### config.mk
export PLATFORM = sky130hd
export DESIGN_NAME = scan_display_n
export DESIGN_NICKNAME = d
export VERILOG_FILES = /design/src/rtl/scan_display_n_pkg.sv /design/src/rtl/seg7_hex_dec.sv /design/src/rtl/scan_display_n.sv
export SDC_FILE = /design/constraint.sdc
export NUM_CORES = 1
export LEC_CHECK = 0
export BUFFER_PORTS_ARGS = -buffer_cell sky130_fd_sc_hd__buf_4
export CAP_MARGIN = 5
export CORE_ASPECT_RATIO = 0.8
export CORE_UTILIZATION = 55
export CTS_CLUSTER_DIAMETER = 150
export CTS_CLUSTER_SIZE = 14
export DETAILED_ROUTE_END_ITERATION = 16
export GPL_TIMING_DRIVEN = 0
export PLACE_DENSITY_LB_ADDON = 0.08
export SYNTH_ARGS = -nofsm -noshare
export SYNTH_HDL_FRONTEND = slang
export SYNTH_SLANG_ARGS = --single-unit
### constraint.sdc
create_clock -name CLK -period 3 [get_ports CLK]
set_input_delay 0.15 -clock CLK [delete_from_list [all_inputs] [get_ports CLK]]
set_output_delay 0.15 -clock CLK [all_outputs]
set_load 0.01 [all_outputs]
### src/rtl/scan_display_n_pkg.sv
// scan_display_n_pkg: FSM state encoding and hex glyph table for the multiplexed 7-segment scanner.
// Glyph bits are gfedcba, active-high.
`default_nettype none

package scan_display_n_pkg;

   typedef enum logic [1:0] {
      ST_IDLE  = 2'd0,
      ST_BLANK = 2'd1,
      ST_ON    = 2'd2
   } scan_state_e;

   function automatic logic [6:0] hex_glyph(input logic [3:0] val);
      logic [6:0] g;
      case (val)
         4'h0: g = 7'h3F;
         4'h1: g = 7'h06;
         4'h2: g = 7'h5B;
         4'h3: g = 7'h4F;
         4'h4: g = 7'h66;
         4'h5: g = 7'h6D;
         4'h6: g = 7'h7D;
         4'h7: g = 7'h07;
         4'h8: g = 7'h7F;
         4'h9: g = 7'h6F;
         4'hA: g = 7'h77;
         4'hB: g = 7'h7C;
         4'hC: g = 7'h39;
         4'hD: g = 7'h5E;
         4'hE: g = 7'h79;
         default: g = 7'h71;
      endcase
      return g;
   endfunction

endpackage

`default_nettype wire

### src/rtl/seg7_hex_dec.sv
// seg7_hex_dec: combinational hex-to-7-segment decoder with blanking and output polarity.
`default_nettype none

module seg7_hex_dec
   import scan_display_n_pkg::*;
#(
   parameter int ACT_HIGH = 1
)
(
   input  logic [3:0] val_i,
   input  logic       blank_i,
   output logic [6:0] seg_o
);

   logic [6:0] glyph_d;

   always_comb begin
      glyph_d = blank_i ? 7'h00 : hex_glyph(val_i);
      seg_o   = (ACT_HIGH != 0) ? glyph_d : ~glyph_d;
   end

endmodule

`default_nettype wire

### src/rtl/scan_display_n.sv
// scan_display_n: NUM_DIGITS-wide multiplexed 7-segment driver with blanking, PWM brightness,
// leading-zero suppression and per-frame input snapshots. All pins registered.
`default_nettype none

module scan_display_n
   import scan_display_n_pkg::*;
#(
   parameter int NUM_DIGITS   = 4,
   parameter int SCAN_DIV     = 1000,
   parameter int BLANK_CYCLES = 8,
   parameter int DIG_ACT_HIGH = 1,
   parameter int SEG_ACT_HIGH = 1
)
(
   input  logic                    CLK,
   input  logic                    RST,
   input  logic                    EN,
   input  logic [4*NUM_DIGITS-1:0] DIGITS,
   input  logic [NUM_DIGITS-1:0]   DP_IN,
   input  logic                    LZ_EN,
   input  logic [3:0]              BRIGHT,
   output logic                    A,
   output logic                    B,
   output logic                    C,
   output logic                    D,
   output logic                    E,
   output logic                    F,
   output logic                    G,
   output logic                    DP,
   output logic [NUM_DIGITS-1:0]   DIG,
   output logic                    FRAME_DONE
);

   localparam int SLOT_W  = (NUM_DIGITS > 1) ? $clog2(NUM_DIGITS) : 1;
   localparam int PRESC_W = (SCAN_DIV > 1) ? $clog2(SCAN_DIV) : 1;
   localparam logic [SLOT_W-1:0]  SLOT_LAST  = SLOT_W'(NUM_DIGITS - 1);
   localparam logic [PRESC_W-1:0] PRESC_LAST = PRESC_W'(SCAN_DIV - 1);
   localparam logic [PRESC_W-1:0] BLANK_LAST = PRESC_W'((BLANK_CYCLES > 0) ? BLANK_CYCLES - 1 : 0);
   localparam scan_state_e        SLOT_START = (BLANK_CYCLES > 0) ? ST_BLANK : ST_ON;
   localparam logic               DIG_OFF    = (DIG_ACT_HIGH == 0);
   localparam logic               SEG_OFF    = (SEG_ACT_HIGH == 0);

   scan_state_e               state_q;
   logic [SLOT_W-1:0]         slot_q;
   logic [PRESC_W-1:0]        presc_q;
   logic [3:0]                pwm_q;
   logic [4*NUM_DIGITS-1:0]   snap_dig_q;
   logic [NUM_DIGITS-1:0]     snap_dp_q;
   logic                      snap_lz_q;
   logic [6:0]                seg_q;
   logic                      dp_q;
   logic [NUM_DIGITS-1:0]     dig_q;
   logic                      fd_q;

   logic [3:0]                cur_val_d;
   logic                      cur_dp_d;
   logic                      cur_sup_d;
   logic [6:0]                seg_d;
   logic                      dp_d;
   logic [NUM_DIGITS-1:0]     dig_d;
   logic                      fd_d;

   // Suppressed iff LZ enabled, not digit 0, and every digit from this slot upward is zero.
   always_comb begin
      cur_val_d = 4'h0;
      cur_dp_d  = 1'b0;
      cur_sup_d = snap_lz_q && (slot_q != '0);
      for (int k = 0; k < NUM_DIGITS; k++) begin
         if (k == int'(slot_q)) begin
            cur_val_d = snap_dig_q[4*k +: 4];
            cur_dp_d  = snap_dp_q[k];
         end
         if (k >= int'(slot_q) && snap_dig_q[4*k +: 4] != 4'h0)
            cur_sup_d = 1'b0;
      end
   end

   seg7_hex_dec #(
      .ACT_HIGH (SEG_ACT_HIGH)
   ) u_dec (
      .val_i   (cur_val_d),
      .blank_i (state_q != ST_ON || cur_sup_d),
      .seg_o   (seg_d)
   );

   // A suppressed digit still lights its DIG when its decimal point must be shown.
   always_comb begin
      dp_d  = ((state_q == ST_ON) && cur_dp_d) ^ SEG_OFF;
      dig_d = {NUM_DIGITS{DIG_OFF}};
      if (state_q == ST_ON && pwm_q <= BRIGHT && (!cur_sup_d || cur_dp_d))
         dig_d = (NUM_DIGITS'(1) << slot_q) ^ {NUM_DIGITS{DIG_OFF}};
      fd_d  = (state_q == ST_ON) && (presc_q == PRESC_LAST) && (slot_q == SLOT_LAST);
   end

   always_ff @(posedge CLK) begin
      if (RST) begin
         state_q    <= ST_IDLE;
         slot_q     <= '0;
         presc_q    <= '0;
         pwm_q      <= 4'h0;
         snap_dig_q <= '0;
         snap_dp_q  <= '0;
         snap_lz_q  <= 1'b0;
         seg_q      <= {7{SEG_OFF}};
         dp_q       <= SEG_OFF;
         dig_q      <= {NUM_DIGITS{DIG_OFF}};
         fd_q       <= 1'b0;
      end else begin
         seg_q <= seg_d;
         dp_q  <= dp_d;
         dig_q <= dig_d;
         fd_q  <= fd_d;
         if (!EN) begin
            state_q <= ST_IDLE;
         end else begin
            case (state_q)
               ST_IDLE: begin
                  snap_dig_q <= DIGITS;
                  snap_dp_q  <= DP_IN;
                  snap_lz_q  <= LZ_EN;
                  slot_q     <= '0;
                  presc_q    <= '0;
                  pwm_q      <= 4'h0;
                  state_q    <= SLOT_START;
               end
               ST_BLANK: begin
                  presc_q <= presc_q + 1'b1;
                  if (presc_q == BLANK_LAST) begin
                     pwm_q   <= 4'h0;
                     state_q <= ST_ON;
                  end
               end
               ST_ON: begin
                  pwm_q <= pwm_q + 1'b1;
                  if (presc_q == PRESC_LAST) begin
                     presc_q <= '0;
                     pwm_q   <= 4'h0;
                     state_q <= SLOT_START;
                     if (slot_q == SLOT_LAST) begin
                        slot_q     <= '0;
                        snap_dig_q <= DIGITS;
                        snap_dp_q  <= DP_IN;
                        snap_lz_q  <= LZ_EN;
                     end else begin
                        slot_q <= slot_q + 1'b1;
                     end
                  end else begin
                     presc_q <= presc_q + 1'b1;
                  end
               end
               default: state_q <= ST_IDLE;
            endcase
         end
      end
   end

   assign {G, F, E, D, C, B, A} = seg_q;
   assign DP         = dp_q;
   assign DIG        = dig_q;
   assign FRAME_DONE = fd_q;

endmodule

`default_nettype wire

==> results of run 1 <==
-- power groups by stage --
stage               Combinational, uW  Sequential (uW)  Clock [uW]
detailed placement                178              742           0
global placement                  173              741           0
CTS                               179              726         530
floorplan                         124              737           0
finish                            180              726         518
global route                      201              729         555
-- logic make-up (layout without fill, tap and decap cells) --
| group | Yosys count | after routing | synth area share [%] |
|---|---|---|---|
| adder cells (fa/ha/maj) | 22 | 22 | 10.17 |
| flip-flops | 52 | 52 | 38.45 |
| buffers and inverters | 30 | 77 | 4.297 |
| XOR/XNOR | 7 | 7 | 2.264 |
| multiplexers | 26 | 26 | 9.612 |
| AND/OR/NAND/NOR | 115 | 115 | 22.69 |
| AO/OA/AOI/OAI | 49 | 49 | 12.52 |
-- sequential cells by signal, summed over array words and instances (netlist names) --
| name | count |
|---|---|
| DIG | 4 |
| snap_dig_q | 16 |
| presc_q | 10 |
| snap_lz_q | 1 |
| slot_q | 2 |
| DP | 1 |
| seg_q | 7 |
| FRAME_DONE | 1 |
| state_q | 2 |
| pwm_q | 4 |
| snap_dp_q | 4 |
-- placed cells by master, fill, tap and decap left out, types with 4 or more instances in the layout --
| cell | synthesis | final |
|---|---|---|
| dfxtp_1 | 52 | 52 |
| nor2_1 | 44 | 44 |
| buf_4 | 0 | 39 |
| mux2i_1 | 26 | 26 |
| ha_1 | 22 | 22 |
| inv_1 | 18 | 18 |
| nand2_1 | 16 | 16 |
| a21oi_1 | 15 | 15 |
| nor4_1 | 10 | 10 |
| clkbuf_1 | 9 | 9 |
| nor2b_1 | 7 | 7 |
| clkbuf_8 | 0 | 7 |
| o21ai_0 | 6 | 6 |
| a211oi_1 | 6 | 6 |
| nand4_1 | 5 | 5 |
| nand3b_1 | 5 | 5 |
| o21a_1 | 5 | 5 |
| nand3_1 | 5 | 5 |
| xnor2_1 | 4 | 4 |
-- final cells by class --
class	instances	area (um2)
clock inverter	1	30.03
fill	395	1445
buffer	12	48.80
timing repair buffer	39	292.8
tap	60	75.07
multi-input combinational	219	1555
inverter	18	67.56
sequential	52	1041
clock buffer	7	96.34
-- worst min-delay path: cells and delay by family --
| family | cells | cell delay, ns |
|---|---|---|
| mux | 1 | 0.05 |
| simple gates | 1 | 0.07 |
| buf+inv | 1 | 0.07 |
-- metal layers --
metal	GRT usage [%]	wire [um]
met5	0	0
met2	36.12	2408
met3	4.507	209
met4	7.366	61
met1	31.21	2800
-- through the flow --
stage | hold WS [ns] | std cells | instance area, um2 | worst slack, ns
detailed placement | 0.3894 | 400 | 3075 | 0.2640
CTS | 0.06797 | 408 | 3202 | 0.2246
finish | 0.06748 | 408 | 3207 | 0.3306
global route | 0.07372 | 408 | 3207 | 0.06721
floorplan | 0.2939 | 301 | 2708 | 0.7807
global placement | 0.3788 | 400 | 3075 | 0.3376
-- final timing paths --
check / startpoint / end / cells past startpoint
setup / recovery: slot_q[1] / seg_q[1] / 10
hold / removal: DIGITS[13] / snap_dig_q[13] / 3
setup reg to reg: slot_q[1] / seg_q[1] / 10
hold reg to reg: pwm_q[3] / pwm_q[3] / 2
-- what timing repair did --
action | in CTS | in global routing
buffers inserted | 0 | 0
hold endpoints to repair | 0 | 0
gates resized for setup | 0 | 1
endpoints found under the setup margin | 0 | 4
==> flow_summary_export.csv, run 1 <==
group,metric,value,unit
global_routing,track_usage,22.88,%
clock_tree,cts.sinks,52,
global_routing,grt_overflow_total,0,
sta,tns,0,ns
placed_design,io_buffers,39,
setup_path,slowest_stage,"dfxtp_1",
synth,synth_warnings,0,
synth,synth.most_common_cell,"dfxtp_1",
floorplanning,ioPinCount,41,
clock_tree,cts_max_level,2,
synth,syn_area_per_cell,8.995,um2
synth,synth-seq-cells,52,
pwr,p_comb_share,12.6,%
drt,final_antenna_net_count,0,
drt,num_vias,2229,
global_routing,grt_pass1_wl,9.204,mm
synth,ys_top_cells_by_area,"dfxtp_1, ha_1, mux2i_1",
sta,setup_viol,0,
sta,period_share,88.98,%
synth,yosysTopAreaCellShare,38.45,%
sta,skew,0.005976,ns
synth,syn-num-nets,351,
pwr,switchingPower,334.6,uW
cells_and_area,area_growth,18.44,%
pwr,p_leak,0.001369,uW
synth,yosysSeqAreaShare,38.45,%
synth,synthFlopType,"dfxtp_1",
drt,routed_via_density,5.463,
synth,yosysTopAreaCell,"dfxtp_1",
floorplanning,num_rows,22,
cells_and_area,antennaDiodeCount,0,
synth,syn_area,2708,um2
setup_path,cp_max_fo,10,
pwr,finalPower,1424,uW
setup_path,reg2reg_setup_slack,0.33,ns
setup_path,path_cells,"inv_1 -> ha_1 -> clkbuf_1 -> o21ai_0 -> a22o_1 -> inv_1 -> ha_1 -> nor2_1 -> a21oi_1 -> a221oi_1",
synth,synthArstFlopShare,0,%
global_routing,antenna_found_initial,0,
global_routing,grt_pass1_vias,2086,
pwr,p_per_area,443.9,nW/um2
setup_path,worstPathRequired,3.21,ns
setup_path,cp-start-kind,"flip-flop",
setup_path,critPathTopFamily,"compound AO/OA/AOI/OAI gates",
placed_design,hpwl,4.120,mm
sta,max_freq,374.6,MHz
drt,drt-initial-drc-count,100,
synth,synth_edf_count,0,
drt,routed_wl,5.479,mm
sta,rsz0062_at_grt,"no",
sta,slew_violations,0,
setup_path,worstSetupPathType,"flip-flop to flip-flop",
clock_tree,clock_latency,0.30,ns
cells_and_area,fin_util,68.93,%
drt,wl_per_cell,13.43,um
pwr,max-vdd-ir-drop,0.0003184,V
floorplanning,die_area,5209,um2
cells_and_area,drive_above_1_share,16.67,%
sta,max-slew-margin-rel,52.31,%
clock_tree,clockBufferDepth,2,
floorplanning,coreArea,4652,um2
clock_tree,cts_inserted_buffers,5,
clock_tree,holdBufCountCts,0,
sta,hold_viol_final,0,
placed_design,gp_congestion,0.8068,
clock_tree,path_clk_slew,0.09,ns
sta,tightest_slew,0.7110,ns
job,maxCapViolCount,0,
synth,synth_common_cells,"dfxtp_1, nor2_1, mux2i_1, ha_1, inv_1",
sta,min_period,2.669,ns
setup_path,path_buf_inv,3,
pwr,switching_share,23.51,%
floorplanning,start_util,58.20,%
cells_and_area,nNetsFinal,397,
pwr,seq_power_share,51.0,%
pwr,intPower,1089,uW
setup_path,endpoint_kind,"flip-flop",
synth,ys_types,49,
clock_tree,cts_tree,"built",
outcome,status,"finished clean",
clock_tree,cts_root_buf,"clkbuf_8",
pwr,p_clk_share,36.4,%
global_routing,grt_max_degree,16,
setup_path,crit_arrival,2.88,ns
floorplanning,dieHeight,64.76,um
floorplanning,die_w,80.45,um
min_path,hp-class,"input pin to flip-flop",
synth,syn_inst,301,
drt,drtPass1Iterations,4,
drt,drc,0,
setup_path,critical_path.max_stage_delay,0.48,ns
(Power assumes the default switching activity.)
==> run 2: changes to the inputs <==
Settings changed: ABC_AREA set to 1, CORE_MARGIN set to 2.
==> flow_summary_export.csv, run 2 <==
group,metric,value,unit
clock_tree,cts_max_level,2,
global_routing,use_met1,33.46,%
placed_design,gp_congestion,0.8678,
setup_path,critPathTopFamily,"buffers and inverters",
floorplanning,die_w,83.78,um
clock_tree,ctsResizeCount,0,
cells_and_area,regArea,1041,um2
cells_and_area,fillers,475,
pwr,p_clk_share,28.6,%
setup_path,crit_arrival,2.71,ns
synth,syn-num-nets,452,
pwr,switching_share,29.92,%
synth,synthArstFlopShare,0,%
sta,slew_violations,0,
synth,synth_warnings,0,
synth,synth-seq-cells,52,
placed_design,hpwl,4.648,mm
pwr,p_comb_share,20.5,%
global_routing,top_usage_layer,"met2",
global_routing,track_usage,23.16,%
global_routing,grt_max_degree,16,
cells_and_area,drive_above_1_share,14.22,%
cells_and_area,antennaDiodeCount,0,
floorplanning,dieHeight,67.82,um
synth,synth_edf_count,0,
placed_design,io_buffers,40,
clock_tree,clock_latency,0.31,ns
sta,hold_viol_final,0,
sta,tns,0,ns
synth,syn_area,2800,um2
clock_tree,cts_root_buf,"clkbuf_8",
pwr,max-vdd-ir-drop,0.0002913,V
global_routing,antenna_found_initial,0,
synth,ys_types,27,
synth,syn_area_per_cell,6.966,um2
sta,setup_viol,0,
clock_tree,holdBufCountCts,0,
cells_and_area,area_growth,16.85,%
floorplanning,die_area,5682,um2
sta,rsz0062_at_grt,"no",
placed_design,postPlaceCellArea,3178,um2
cells_and_area,nNetsFinal,499,
drt,drc,0,
drt,routed_via_density,5.051,
synth,ys_top_cells_by_area,"dfxtp_1, nand2_1, ha_1",
sta,tightest_slew,0.7424,ns
pwr,finalPower,1463,uW
synth,synth_common_cells,"nand2_1, nor2_1, dfxtp_1, inv_1, a21oi_1",
drt,final_antenna_net_count,0,
setup_path,path_buf_inv,3,
sta,max_freq,404.8,MHz
drt,routed_wl,6.093,mm
setup_path,critical_path.max_stage_delay,0.49,ns
sta,max-slew-margin-rel,49.98,%
clock_tree,cts_inserted_buffers,5,
cells_and_area,most-common-layout-cells,"nand2_1, nor2_1, dfxtp_1, inv_1, buf_4",
synth,synthFlopType,"dfxtp_1",
global_routing,grt_overflow_total,0,
synth,yosysTopAreaCell,"dfxtp_1",
pwr,p_per_area,447.1,nW/um2
clock_tree,clockBufferDepth,2,
synth,syn_inst,402,
cells_and_area,largest-register,"snap_dig_q",
setup_path,reg2reg_setup_slack,0.53,ns
synth,synth.most_common_cell,"nand2_1",
cells_and_area,top_regs,"snap_dig_q (16), presc_q (10), seg_q (7)",
job,maxCapViolCount,0,
min_path,hp-class,"input pin to flip-flop",
outcome,status,"finished clean",
pwr,switchingPower,437.7,uW
clock_tree,path_clk_slew,0.09,ns
synth,yosysSeqAreaShare,37.18,%
pwr,p_leak,0.001575,uW
floorplanning,ioPinCount,41,
cells_and_area,multi_input_area,1526,um2
drt,wl_per_cell,11.90,um
sta,period_share,82.35,%
setup_path,endpoint_kind,"flip-flop",
floorplanning,coreArea,4950,um2
global_routing,use_met3,5.549,%
clock_tree,cts_tree,"built",
cells_and_area,largest_reg_flops,16,
synth,yosysTopAreaCellShare,37.18,%
global_routing,grt_pass1_wl,10.56,mm
pwr,intPower,1025,uW
pwr,seq_power_share,50.9,%
clock_tree,cts.sinks,52,
setup_path,slowest_stage,"dfxtp_1",
sta,skew,0.006263,ns
sta,hold_slack,0.03872,ns
drt,drt-initial-drc-count,129,
global_routing,grt_pass1_vias,2322,
setup_path,cp_max_fo,8,
setup_path,worstPathRequired,3.24,ns
setup_path,path_cells,"inv_1 -> ha_1 -> inv_1 -> nand2_1 -> nand3_1 -> nand2_1 -> o21ai_0 -> inv_1 -> ha_1 -> nand3_1 -> nand3_1 -> a21oi_1",
setup_path,worstSetupPathType,"flip-flop to flip-flop",
drt,drtPass1Iterations,4,
floorplanning,start_util,56.57,%
setup_path,cp-start-kind,"flip-flop",
clock_tree,postCtsSetupBuffers,0,
drt,num_vias,2586,
cells_and_area,final_cell_area,3272,um2
sta,min_period,2.470,ns
global_routing,met2_usage,34.80,%
floorplanning,num_rows,23,
cells_and_area,final_common_cell,"nand2_1",
-- run 2: worst paths after layout --
kind | startpoint | end | depth (start not counted)
setup / recovery | slot_q[1] | seg_q[3] | 12
hold / removal | RST | snap_lz_q | 2
setup reg to reg | slot_q[1] | seg_q[3] | 12
hold reg to reg | snap_dp_q[0] | snap_dp_q[0] | 2
-- run 2: metrics by stage --
step,worst slack (ns),instances,utilization [%]
finish,0.5296,512,66.10
global route,0.2436,512,66.10
CTS,0.5550,512,66.10
detailed placement,0.5944,504,64.21
global placement,0.6606,504,64.21
floorplan,1.053,402,-
-- run 2: final cells by class --
class	instances	area share, %
Buffer	9	1.606
Tap cell	62	2.371
Multi-Input combinational cell	293	46.65
Clock inverter	1	0.2294
Clock buffer	7	2.639
Sequential cell	52	31.82
Inverter	48	5.507
Timing Repair Buffer	40	9.178
-- run 2: power by group through the flow --
| stage | clock (uW) | combinational [uW] | sequential (uW) |
|---|---|---|---|
| 6_report | 419 | 300 | 744 |
| 5_1_grt | 456 | 348 | 748 |
| 4_1_cts | 430 | 298 | 744 |
| 3_5_place_dp | 0 | 295 | 760 |
| 3_3_place_gp | 0 | 290 | 759 |
| 2_1_floorplan | 0 | 213 | 754 |
-- run 2: routing by layer --
layer  routed length [um]  part of all wire, %
met1                 3218                   53
met2                 2431                   40
met3                  377                  6.2
met4                   65                  1.1
met5                    0                    0
-- run 2: logic make-up after synthesis --
family | share of synthesized area, %
AND/OR/NAND/NOR | 33.69
buffers and inverters | 8.311
flip-flops | 37.18
AO/OA/AOI/OAI | 9.116
adder cells (fa/ha/maj) | 9.830
XOR/XNOR | 1.877
